**src/rtl/gsim_converge_drain.sv**
```systemverilog
// Convergence monitor behind the Gauss-Seidel core. It keeps the latest sweep of x estimates,
// waits for CONV_SWEEPS consecutive quiet sweeps (or MAX_SWEEPS), then drains the frozen vector.
//
// state   | meaning
// COLLECT | accept x samples, track the per-sweep max |delta|
// DRAIN   | present buffered vector, advance on out_ready
// DONE    | drain finished; wait for clr/reset
module gsim_converge_drain #(
   parameter int N           = 16,
   parameter int W           = 32,
   parameter int TOL         = 16,
   parameter int CONV_SWEEPS = 2,
   parameter int MAX_SWEEPS  = 100,
   parameter int IW          = $clog2(N)
) (
   input  logic          clk,
   input  logic          reset,
   input  logic          clr,
   input  logic          x_valid,
   input  logic [W-1:0]  x_in,
   output logic          out_valid,
   input  logic          out_ready,
   output logic [W-1:0]  out_data,
   output logic [IW-1:0] out_idx,
   output logic          out_last,
   output logic          done,
   output logic          timeout,
   output logic [7:0]    sweep_cnt
);
   typedef enum logic [1:0] {COLLECT, DRAIN, DONE} state_t;

   localparam logic [IW-1:0] LAST_IDX = IW'(N - 1);
   localparam logic [W-1:0]  TOL_V    = W'(TOL);

   state_t            state, state_d;
   logic [W-1:0]      mem [N];
   logic [IW-1:0]     wr_idx, rd_idx;
   logic              first_sweep;
   logic [7:0]        conv_cnt;
   logic [W-1:0]      sweep_max;

   logic              restart, accept, sweep_end, sweep_ok, conv_hit, max_hit, beat;
   logic [W-1:0]      old_val, delta, smax_next;
   logic signed [W:0] diff;
   logic [W:0]        diff_abs;
   logic [8:0]        sweep_inc;
   logic [7:0]        conv_inc;

   assign restart   = reset | clr;
   assign accept    = (state == COLLECT) && x_valid;
   assign old_val   = mem[wr_idx];

   // One extra bit keeps the difference of two extreme W-bit values exact.
   assign diff      = $signed({x_in[W-1], x_in}) - $signed({old_val[W-1], old_val});
   assign diff_abs  = diff[W] ? $unsigned(-diff) : $unsigned(diff);
   assign delta     = diff_abs[W] ? '1 : diff_abs[W-1:0];
   assign smax_next = (delta > sweep_max) ? delta : sweep_max;

   assign sweep_end = accept && (wr_idx == LAST_IDX);
   assign sweep_ok  = !first_sweep && (smax_next < TOL_V);
   assign conv_inc  = conv_cnt + 8'd1;
   assign sweep_inc = {1'b0, sweep_cnt} + 9'd1;
   assign conv_hit  = sweep_ok && (conv_inc == 8'(CONV_SWEEPS));
   assign max_hit   = (sweep_inc == 9'(MAX_SWEEPS));
   assign beat      = (state == DRAIN) && out_ready;

   always_comb begin
      state_d = state;
      case (state)
         COLLECT: if (sweep_end && (conv_hit || max_hit)) state_d = DRAIN;
         DRAIN:   if (out_ready && (rd_idx == LAST_IDX)) state_d = DONE;
         DONE:    state_d = DONE;
         default: state_d = COLLECT;
      endcase
   end

   always_comb begin
      out_valid = (state == DRAIN);
      out_data  = out_valid ? mem[rd_idx] : '0;
      out_idx   = out_valid ? rd_idx : '0;
      out_last  = out_valid && (rd_idx == LAST_IDX);
      done      = (state == DONE);
   end

   always_ff @(posedge clk) begin
      if (restart) state <= COLLECT;
      else         state <= state_d;
   end

   always_ff @(posedge clk) begin
      if (restart) begin
         wr_idx      <= '0;
         rd_idx      <= '0;
         first_sweep <= 1'b1;
         conv_cnt    <= '0;
         sweep_max   <= '0;
         sweep_cnt   <= '0;
         timeout     <= 1'b0;
      end else begin
         if (sweep_end) begin
            wr_idx      <= '0;
            sweep_max   <= '0;
            first_sweep <= 1'b0;
            sweep_cnt   <= sweep_inc[8] ? 8'hFF : sweep_inc[7:0];
            conv_cnt    <= sweep_ok ? conv_inc : 8'd0;
            if (!conv_hit && max_hit) timeout <= 1'b1;
         end else if (accept) begin
            wr_idx    <= wr_idx + IW'(1);
            sweep_max <= smax_next;
         end
         if (beat) rd_idx <= (rd_idx == LAST_IDX) ? '0 : rd_idx + IW'(1);
      end
   end

   // Buffer is frozen outside COLLECT and never cleared; first_sweep masks stale contents.
   always_ff @(posedge clk) begin
      if (accept && !restart) mem[wr_idx] <= x_in;
   end
endmodule

```
**config.mk**
```make
export PLATFORM = sky130hd
export DESIGN_NAME = gsim_converge_drain
export DESIGN_NICKNAME = d
export VERILOG_FILES = /design/src/rtl/gsim_converge_drain.sv
export SDC_FILE = /design/constraint.sdc
export NUM_CORES = 1
export LEC_CHECK = 0
export ABC_AREA = 1
export ABC_CLOCK_PERIOD_IN_PS = 17600
export CORE_MARGIN = 1.5
export CORE_UTILIZATION = 40
export DETAILED_ROUTE_END_ITERATION = 7
export SLEW_MARGIN = 20
export SYNTH_ARGS = -nofsm -noshare
export SYNTH_HDL_FRONTEND = slang
export SYNTH_SLANG_ARGS = --single-unit
```
**constraint.sdc**
```tcl
create_clock -name clk -period 17.6 [get_ports clk]
set_input_delay 4.4 -clock clk [delete_from_list [all_inputs] [get_ports clk]]
set_output_delay 4.4 -clock clk [all_outputs]
set_load 0.01 [all_outputs]
```
## Word-level counts from Yosys, hierarchy flattened

Memory sizes are Yosys's and may differ from the RTL's. A register that Yosys moved wholly into a read port is not among the register bits.
Index checks and enable logic that the tools add are counted.

- Input port bits: 37
- Bits in writable memories: 512
- Register bits after elaboration: 60
- Memories: 1
- Logic and storage cells: 61

Memory list:

| memory | depth | width | read ports | clocked after memory_dff | write ports | RTL line | text |
|---|---|---|---|---|---|---|---|
| mem | 16 | 32 | 2 | 2 | 1 | 36 | `logic [W-1:0] mem [N];` |

- Magnitude comparators: 2
- Reduce and logical (&&, ||, !) cells: 18
- Mux-type cells: 17
- Add/subtract/negate cells: 6
- Equal/unequal tests: 8
- Bitwise operators: 1

Operators by type and width:

| operator | count |
|---|---|
| $mux W32 | 3 |
| $mux W33 | 1 |
| $neg A33 Y33 | 1 |
| $sub A32 B32 Y33 | 1 |
| $gt A32 B32 Y1 | 1 |
| $lt A32 B5 Y1 const B | 1 |
| $mux W4 | 6 |
| $mux W8 | 2 |
| $logic_and A1 B1 Y1 | 10 |
| $add A8 B1 Y9 const B | 1 |
| $eq A9 B7 Y1 const B | 1 |
| $add A4 B1 Y4 const B | 2 |
| $add A8 B1 Y8 const B | 1 |
| $eq A4 B4 Y1 const B | 2 |
| $eq A8 B2 Y1 const B | 1 |
| $pmux W2 S3 | 1 |
| $mux W2 | 2 |
| $ne A2 B1 Y1 const B | 2 |
| $reduce_and A2 Y1 | 2 |
| $logic_not A1 Y1 | 3 |
| $eq A2 B1 Y1 const B | 1 |
| $eq A2 B2 Y1 const B | 1 |
| $logic_not A2 Y1 | 1 |
| $mux W1 | 2 |
| 3 further kinds | 3 |

## Logic depth before layout (Yosys ltp)

Gate-level depths: netlist of run 1.

- Word-level depth: 13
- Gate-level depth with buffers: 52
- Gate-level depth less buffers: 49

## Worst setup path after synthesis of run 1

Ideal clock, no wire load.

- Path type: input-to-reg
- Start: input port x_in[0]
- End: register sweep_max[27]
- Data required time: 17543 ps
- Data arrival time: 8687 ps
- Slack: 8855 ps
- Setup time: 57 ps
- Stages: 31
- Cell sequence: inv_1 -> ha_1 -> fa_1 -> ha_1 -> inv_1 -> nor2_1 -> nand2_1 -> nor2_1 -> nand2_1 -> nor2_4 -> nand3_4 -> nor2_8 -> nand3_1 -> nand2_2 -> nand3_2 -> a21boi_2 -> o21ai_2 -> ha_1 -> nand4_1 -> nor4_1 -> and3_1 -> nand2_1 -> nand2_1 -> nand2_1 -> nor2_1 -> inv_1 -> clkbuf_1 -> clkbuf_1 -> a21oi_1 -> o21ai_0 -> inv_1

- Word-level cells in the longest chain between the ends: 6

Ends and longest elaborated chain:

| element | RTL line | text |
|---|---|---|
| start, declared | 20 | `input logic [W-1:0] x_in,` |
| $sub A32 B32 Y33 (*) | 54 | `assign diff = $signed({x_in[W-1], x_in}) - $signed({old_val[W-1], old_val});` |
| $neg A33 Y33 | 55 | `assign diff_abs = diff[W] ? $unsigned(-diff) : $unsigned(diff);` |
| $mux W33 (*) | 55 |  |
| $mux W32 (*) | 56 | `assign delta = diff_abs[W] ? '1 : diff_abs[W-1:0];` |
| $gt A32 B32 Y1 | 57 | `assign smax_next = (delta > sweep_max) ? delta : sweep_max;` |
| $mux W32 (*) | 57 |  |
| end signal, assigned | 109 | `sweep_max <= smax_next;` |
| end, declared | 40 | `logic [W-1:0] sweep_max;` |

Every way passes the cells marked *; elsewhere a longest branch is shown, timed or not.
A chain may end at the register's enable or synchronous reset.

## Worst setup path in the final report of run 1

- Start: input port x_in[0]
- End: register sweep_max[2]

Same word-level chain as after synthesis.

==> summary.md, run 1 <==
| Metric | Value |
|---|---|
| Outcome | `complete, no violations` |
| Achievable Freq | `0.0946 GHz` |
| Final Setup Violations | `0` |
| Hold Path Class | `reg2reg` |
| Largest buffer count on any clock path | `3` |
| Largest net degree at the start of global routing | `209` |
| Final WS setup | `7.03 ns` |
| Ports | `85` |
| Slew margin rel. | `26.2%` |
| Worst EP arrival | `11.14 ns` |
| Share of cells above drive strength 1 | `6.24%` |
| Post-synthesis register bit count | `580` |
| Critical path class | `in2reg` |
| Hold_buf cts | `0` |
| Worst path bufs/invs | `8` |
| FILL cells | `7,973` |
| Post-CTS sizing | `0` |
| Routed via count | `28,200` |
| Worst path slowest cell | `clkdlybuf4s50_1` |
| Layout Cells excl Fill | `5,028` |
| CP top delay family | `simple AND/OR/NAND/NOR gates` |
| Required @ worst endpoint | `18.16 ns` |
| Final setup TNS | `0 ns` |
| Die X | `290 microns` |
| Post-synth top cells | `nand2_1 (638), inv_1 (562), edfxtp_1 (512), o21ai_0 (496), a21oi_1 (486)` |
| GRT Total Usage | `24.3%` |
| Post-synthesis sequential area ratio | `50.7%` |
| Gpl congestion | `0.955` |
| Final instance area | `37,000 sq um` |
| Initial DRC Count | `2,875` |
| Worst Setup Slack post-DPL | `6.50 ns` |
| Largest cells by area after synthesis | `edfxtp_1 (47%), o21ai_0 (7.5%), a21oi_1 (7.4%), nand2_1 (7.2%), inv_1 (6.4%)` |
| Post-placement cell area | `34,900 sq um` |
| Largest stage delay on the critical path | `0.78 ns` |
| Syn Nets | `4,050` |
| First-pass GRT wire length | `157,000 microns` |
| CORE AREA | `82,000 sq um` |
| WL/cell | `20.8 microns` |
| CTS Sinks | `580` |
| Worst-path clk slew | `0.06 ns` |
| Initial Util | `40.3%` |
| Most common cell in the netlist | `nand2_1` |
| Least-Margin Pin Slew | `1.11 ns` |
| Yosys top cell area share | `46.5%` |
| Final Max Slew Viols | `0` |
| Die area | `84,300 sq um` |
| CTS tree | `yes` |
| Final Critical Period | `10.57 ns` |
| Hpwl dp | `63,200 microns` |
| Cts bufs inserted | `67` |
| Critical Path Source Type | `input port` |
| Critical Path Most Common Cell | `nand2_1` |
| Postcts setup bufs | `0` |
| Worst skew pair latency | `0.64 ns` |
| RSZ-0062 raised after global routing | `false` |
| Number of library cell types mapped by synthesis | `50` |
| Grt total ovfl | `0` |
| Post-synth top area cell | `edfxtp_1` |
| Diode count | `0` |
| Synthesized area per cell | `8.40 sq um` |
| Post-synth top flop | `edfxtp_1` |
| Drt total wl | `105,000 microns` |
| Storage cell area | `16,800 sq um` |
| Tcrit/Tclk final | `60.1%` |
| Post-Synthesis Cells | `3,933` |
| Root buf cell | `clkbuf_16` |
| Area Growth Syn to Fin | `12.0%` |
| Post-route ant nets | `0` |
| CP endpoint kind | `flip-flop` |
| Number of synthesized flops with an enable pin | `512` |
| Crit Path Max Fanout | `44` |
| Worst Clk Skew | `0.0312 ns` |
| Die span in y | `290 microns` |
| Number of max-cap violations | `0` |
| Residual DRC | `0` |
| CTS HTree Levels | `3` |
| Vias in the first global route | `25,600` |
| Final hold vios | `0` |
| Max IR drop VDD | `0.0000633 V` |
| PwrDens | `90.3 nW/um^2` |
| Post-Syn Area | `33,000 sq um` |
| 1st-pass router iterations | `6` |
| Port-buffer cells | `84` |
| Synth warnings | `0` |
| Final nets | `4,026` |
| Antenna violations before repair | `0` |
| Vias per std cell | `5.60` |
| Tot Pwr | `3.34 mW` |
| Placed Instances | `4,910` |
| Post-synth ARST share | `0%` |
| Footprint of the multi-input gates | `13,400 sq um` |
| Row cnt | `105` |
| Layout Utilization | `45.2%` |
| Leak Pwr | `14.2 nW` |
| Min Hold Slack | `0.486 ns` |
tightest hold or removal path: stages (launching register included):
cell and delay (ns):
dfxtp_1 0.31, inv_1 0.07, a211oi_1 0.06
flip-flops by register name (all words and copies together) (netlist names), 2 cells and up, named ones only:
signal     flops
rd_idx         4
sweep_cnt      8
state          2
wr_idx         4
conv_cnt       8
mem          512
sweep_max     32
per-layer routing:
layer	track usage [%]	routed length [microns]	vias to the layer above
li1	-	-	13500
met3	3.32	7930	199
met1	33.6	45900	13300
met4	8.01	3100	0
met2	39.3	47900	1120
met5	0	0	-
layout by cell type, fill, tap and decap left out, drive strengths merged, types with 12 or more instances in the layout:
cell             n
o211ai         145
buf             55
dfxtp           68
ha              79
inv            580
a21oi          486
edfxtp         512
nand4           30
clkdlybuf4s50   84
o22ai           12
clkbuf          84
xor2            16
o221ai          34
nand3          317
nor2           192
nand2          659
clkinv          25
o21ai          498
nor3            24
report_power, final:
group	internal (mW)	switching (mW)
clock	0.785	0.583
sequential	1.51	0.00705
combinational	0.143	0.316
final timing paths:
kind	from	endpoint	slack [ns]	cells after the start
hold reg to reg	sweep_max[24]	sweep_max[24]	0.49	2
setup / recovery	x_in[0]	sweep_max[2]	7.03	33
hold / removal	sweep_max[24]	sweep_max[24]	0.49	2
setup reg to reg	flip-flop	sweep_max[2]	8.13	37
final cells by class:
class	count	share of cell area, %
Sequential cell	580	45.3
Multi-Input combinational cell	2544	36.1
Inverter	577	5.85
Clock buffer	84	4.81
Tap cell	1070	3.62
Timing Repair Buffer	139	3.43
Clock inverter	34	0.936
cell families (layout without fill, tap and decap cells):
group	count (synthesis)	after routing	synth area share, %
AO/OA/AOI/OAI	1201	1201	20.0
XOR/XNOR	18	18	0.477
adder cells (fa/ha/maj)	80	80	3.05
buffers and inverters	809	834	9.24
flip-flops	580	580	50.7
multiplexers	4	4	0.121
AND/OR/NAND/NOR	1241	1241	16.4
No activity file was read; power rests on OpenSTA's default activity.
==> run 2, diff against run 1 <==
--- a/config.mk
+++ b/config.mk
@@ -6,7 +6,7 @@
 export NUM_CORES = 1
 export LEC_CHECK = 0
 export ABC_AREA = 1
-export ABC_CLOCK_PERIOD_IN_PS = 17600
+export ABC_CLOCK_PERIOD_IN_PS = 9220
 export CORE_MARGIN = 1.5
 export CORE_UTILIZATION = 40
 export DETAILED_ROUTE_END_ITERATION = 7
==> constraint.sdc (replaced) <==
create_clock -name clk -period 9.22 [get_ports clk]
set_input_delay 2.305 -clock clk [delete_from_list [all_inputs] [get_ports clk]]
set_output_delay 2.305 -clock clk [all_outputs]
set_load 0.01 [all_outputs]
==> summary.md, run 2 (synthesized netlist as in run 1, its figures left out) <==
| Metric | Value |
|---|---|
| Hold_sp | `timeout` |
| Commonest non-fill, non-tap cell in the layout | `nand2_1` |
| Hold Path Class | `reg2reg` |
| GR peak layer | `met2` |
| Drt total wl | `106,000 microns (+1.4%)` |
| GRT Total Usage | `24.6% (+0.30 points)` |
| Sw Ratio | `27.0% (-0.16 points)` |
| Die area | `84,300 sq um (unchanged)` |
| Leak Pwr | `14.4 nW (+1.2%)` |
| Met1 Track Usage GR | `34.3% (+0.67 points)` |
| Routed via count | `28,400 (+0.91%)` |
| Row cnt | `105 (unchanged)` |
| Tot Pwr | `6.43 mW (+92%)` |
| Critical Path Source Type | `input port` |
| Largest stage delay on the critical path | `0.75 ns (-0.03 ns)` |
| Die X | `290 microns (unchanged)` |
| Final setup TNS | `0 ns (unchanged)` |
| RSZ-0062 raised after global routing | `false` |
| Worst EP arrival | `8.54 ns (-2.60 ns)` |
| Max reg flops | `512 (unchanged)` |
| Internal | `4.70 mW (+93%)` |
| Final Critical Period | `8.04 ns` |
| Cts bufs inserted | `68 (+1.5%)` |
| Post-CTS sizing | `0 (unchanged)` |
| Residual DRC | `0 (unchanged)` |
| Layout Utilization | `45.5% (+0.36 points)` |
| Ports | `85 (unchanged)` |
| Worst path slowest cell | `clkdlybuf4s50_1` |
| GR Util met2 | `40.0% (+0.77 points)` |
| Psw | `1.73 mW (+91%)` |
| Antenna violations before repair | `1 (+1)` |
| Biggest register | `mem` |
| CTS tree | `yes` |
| CTS HTree Levels | `3 (unchanged)` |
| Vias in the first global route | `26,100 (+1.7%)` |
| WL/cell | `21.0 microns (+0.78%)` |
| CTS Sinks | `580 (unchanged)` |
| Final hold vios | `0 (unchanged)` |
| Worst-path clk slew | `0.06 ns (about the same)` |
| Initial DRC Count | `3,001 (+4.4%)` |
| Hold_buf cts | `0 (unchanged)` |
| Initial Util | `40.3% (unchanged)` |
| Slew margin rel. | `5.38% (-21 points)` |
| Biggest regs | `mem: 512 flops, sweep_max: 32 flops` |
| Final WS setup | `1.18 ns (-5.85 ns)` |
| Share of cells above drive strength 1 | `6.90% (+0.66 points)` |
| Met3 Use GR | `3.33% (+0.0076 points)` |
| Clock network power share | `41.1% (+0.2 points)` |
| Tcrit/Tclk final | `87.2%` |
| Flop pwr share | `45.0% (-0.3 points)` |
| Crit Path Max Fanout | `24 (-45%)` |
| Grt total ovfl | `0 (unchanged)` |
| Comb pwr share | `13.8% (about the same)` |
| Max IR drop VDD | `0.000130 V (+110%)` |
| CP endpoint kind | `flip-flop` |
| Required @ worst endpoint | `9.72 ns (-8.44 ns)` |
| Postcts setup bufs | `0 (unchanged)` |
| Area Growth Syn to Fin | `12.9%` |
| Critical path class | `in2reg` |
| Outcome | `complete, no violations` |
| Final Max Slew Viols | `0 (unchanged)` |
| Critical Path Most Common Cell | `nand2_1` |
| Vias per std cell | `5.62 (+0.33%)` |
| Gpl congestion | `0.940 (-1.6%)` |
| Critical Path Source | `x_in[0]` |
| Post-route ant nets | `0 (unchanged)` |
| Final nets | `4,051 (+0.62%)` |
| 1st-pass router iterations | `6 (unchanged)` |
| Worst Setup Slack post-DPL | `0.545 ns (-5.95 ns)` |
| Largest net degree at the start of global routing | `211 (+0.96%)` |
| Die span in y | `290 microns (unchanged)` |
| Hpwl dp | `65,000 microns (+2.8%)` |
| Port-buffer cells | `84 (unchanged)` |
| First-pass GRT wire length | `159,000 microns (+1.2%)` |
| Root buf cell | `clkbuf_16` |
| Achievable Freq | `0.124 GHz` |
| PwrDens | `172 nW/um^2 (+91%)` |
| Least-Margin Pin Slew | `1.42 ns (+0.312 ns)` |
| Min Hold Slack | `0.478 ns (-0.00814 ns)` |
| Final Setup Violations | `0 (unchanged)` |
| Number of max-cap violations | `0 (unchanged)` |
| Worst Clk Skew | `0.0317 ns (+0.000542 ns)` |
| Most frequent cells in the layout | `nand2_1 (638), inv_1 (558), edfxtp_1 (512), o21ai_0 (496), a21oi_1 (486)` |
| CORE AREA | `82,000 sq um (unchanged)` |
| Largest buffer count on any clock path | `3 (unchanged)` |
| Worst skew pair latency | `0.63 ns (about the same)` |
[run 2: cell count changes in the layout (fill, tap and decap cells not counted), sizes merged]
cell / delta
buf: +24
clkbuf: +6
bufinv: -1
clkinv: +1
clkinvlp: -1
diode: +1
inv: -1
[run 2: metal layers]
metal  vias to the layer above  share of wire, %
met5                         -                 0
met4                         0               2.6
met3                       177               7.4
met2                      1116                46
met1                     13500                44
li1                      13600                 -
[run 2: final timing paths]
path	slack [ns]	depth (start not counted)	to
hold reg to reg	0.48	2	timeout
setup reg to reg	1.39	41	state[1]
hold / removal	0.48	2	timeout
setup / recovery	1.18	39	state[1]
[run 2: through the flow]
step                instances  instance area (sq um)
finish                   5057                  37300
global route             5057                  37300
CTS                      5056                  37300
detailed placement       4934                  35100
global placement         4934                  35100
floorplan                3933                  33000
[run 2: cell type report]
type | instances | area, sq um
Antenna cell | 1 | 2.50
Clock buffer | 90 | 1880
Clock inverter | 32 | 304
Fill cell | 7935 | 44700
Inverter | 577 | 2170
Multi-Input combinational cell | 2544 | 13400
Sequential cell | 580 | 16800
Tap cell | 1070 | 1340
Timing Repair Buffer | 163 | 1510
[run 2: power groups by stage]
stage | logic [mW] | clock network [mW] | registers (mW)
finish | 0.891 | 2.65 | 2.90
global route | 1.01 | 2.79 | 2.90
CTS | 0.882 | 2.68 | 2.90
detailed placement | 0.877 | 0 | 2.95
global placement | 0.873 | 0 | 2.95
floorplan | 0.617 | 0 | 2.94
[run 2: critical path: cells and delay by family]
family	cells	cell delay, ns
simple gates	30	3.66
fa+ha+maj	3	0.89
buf+inv	6	1.64
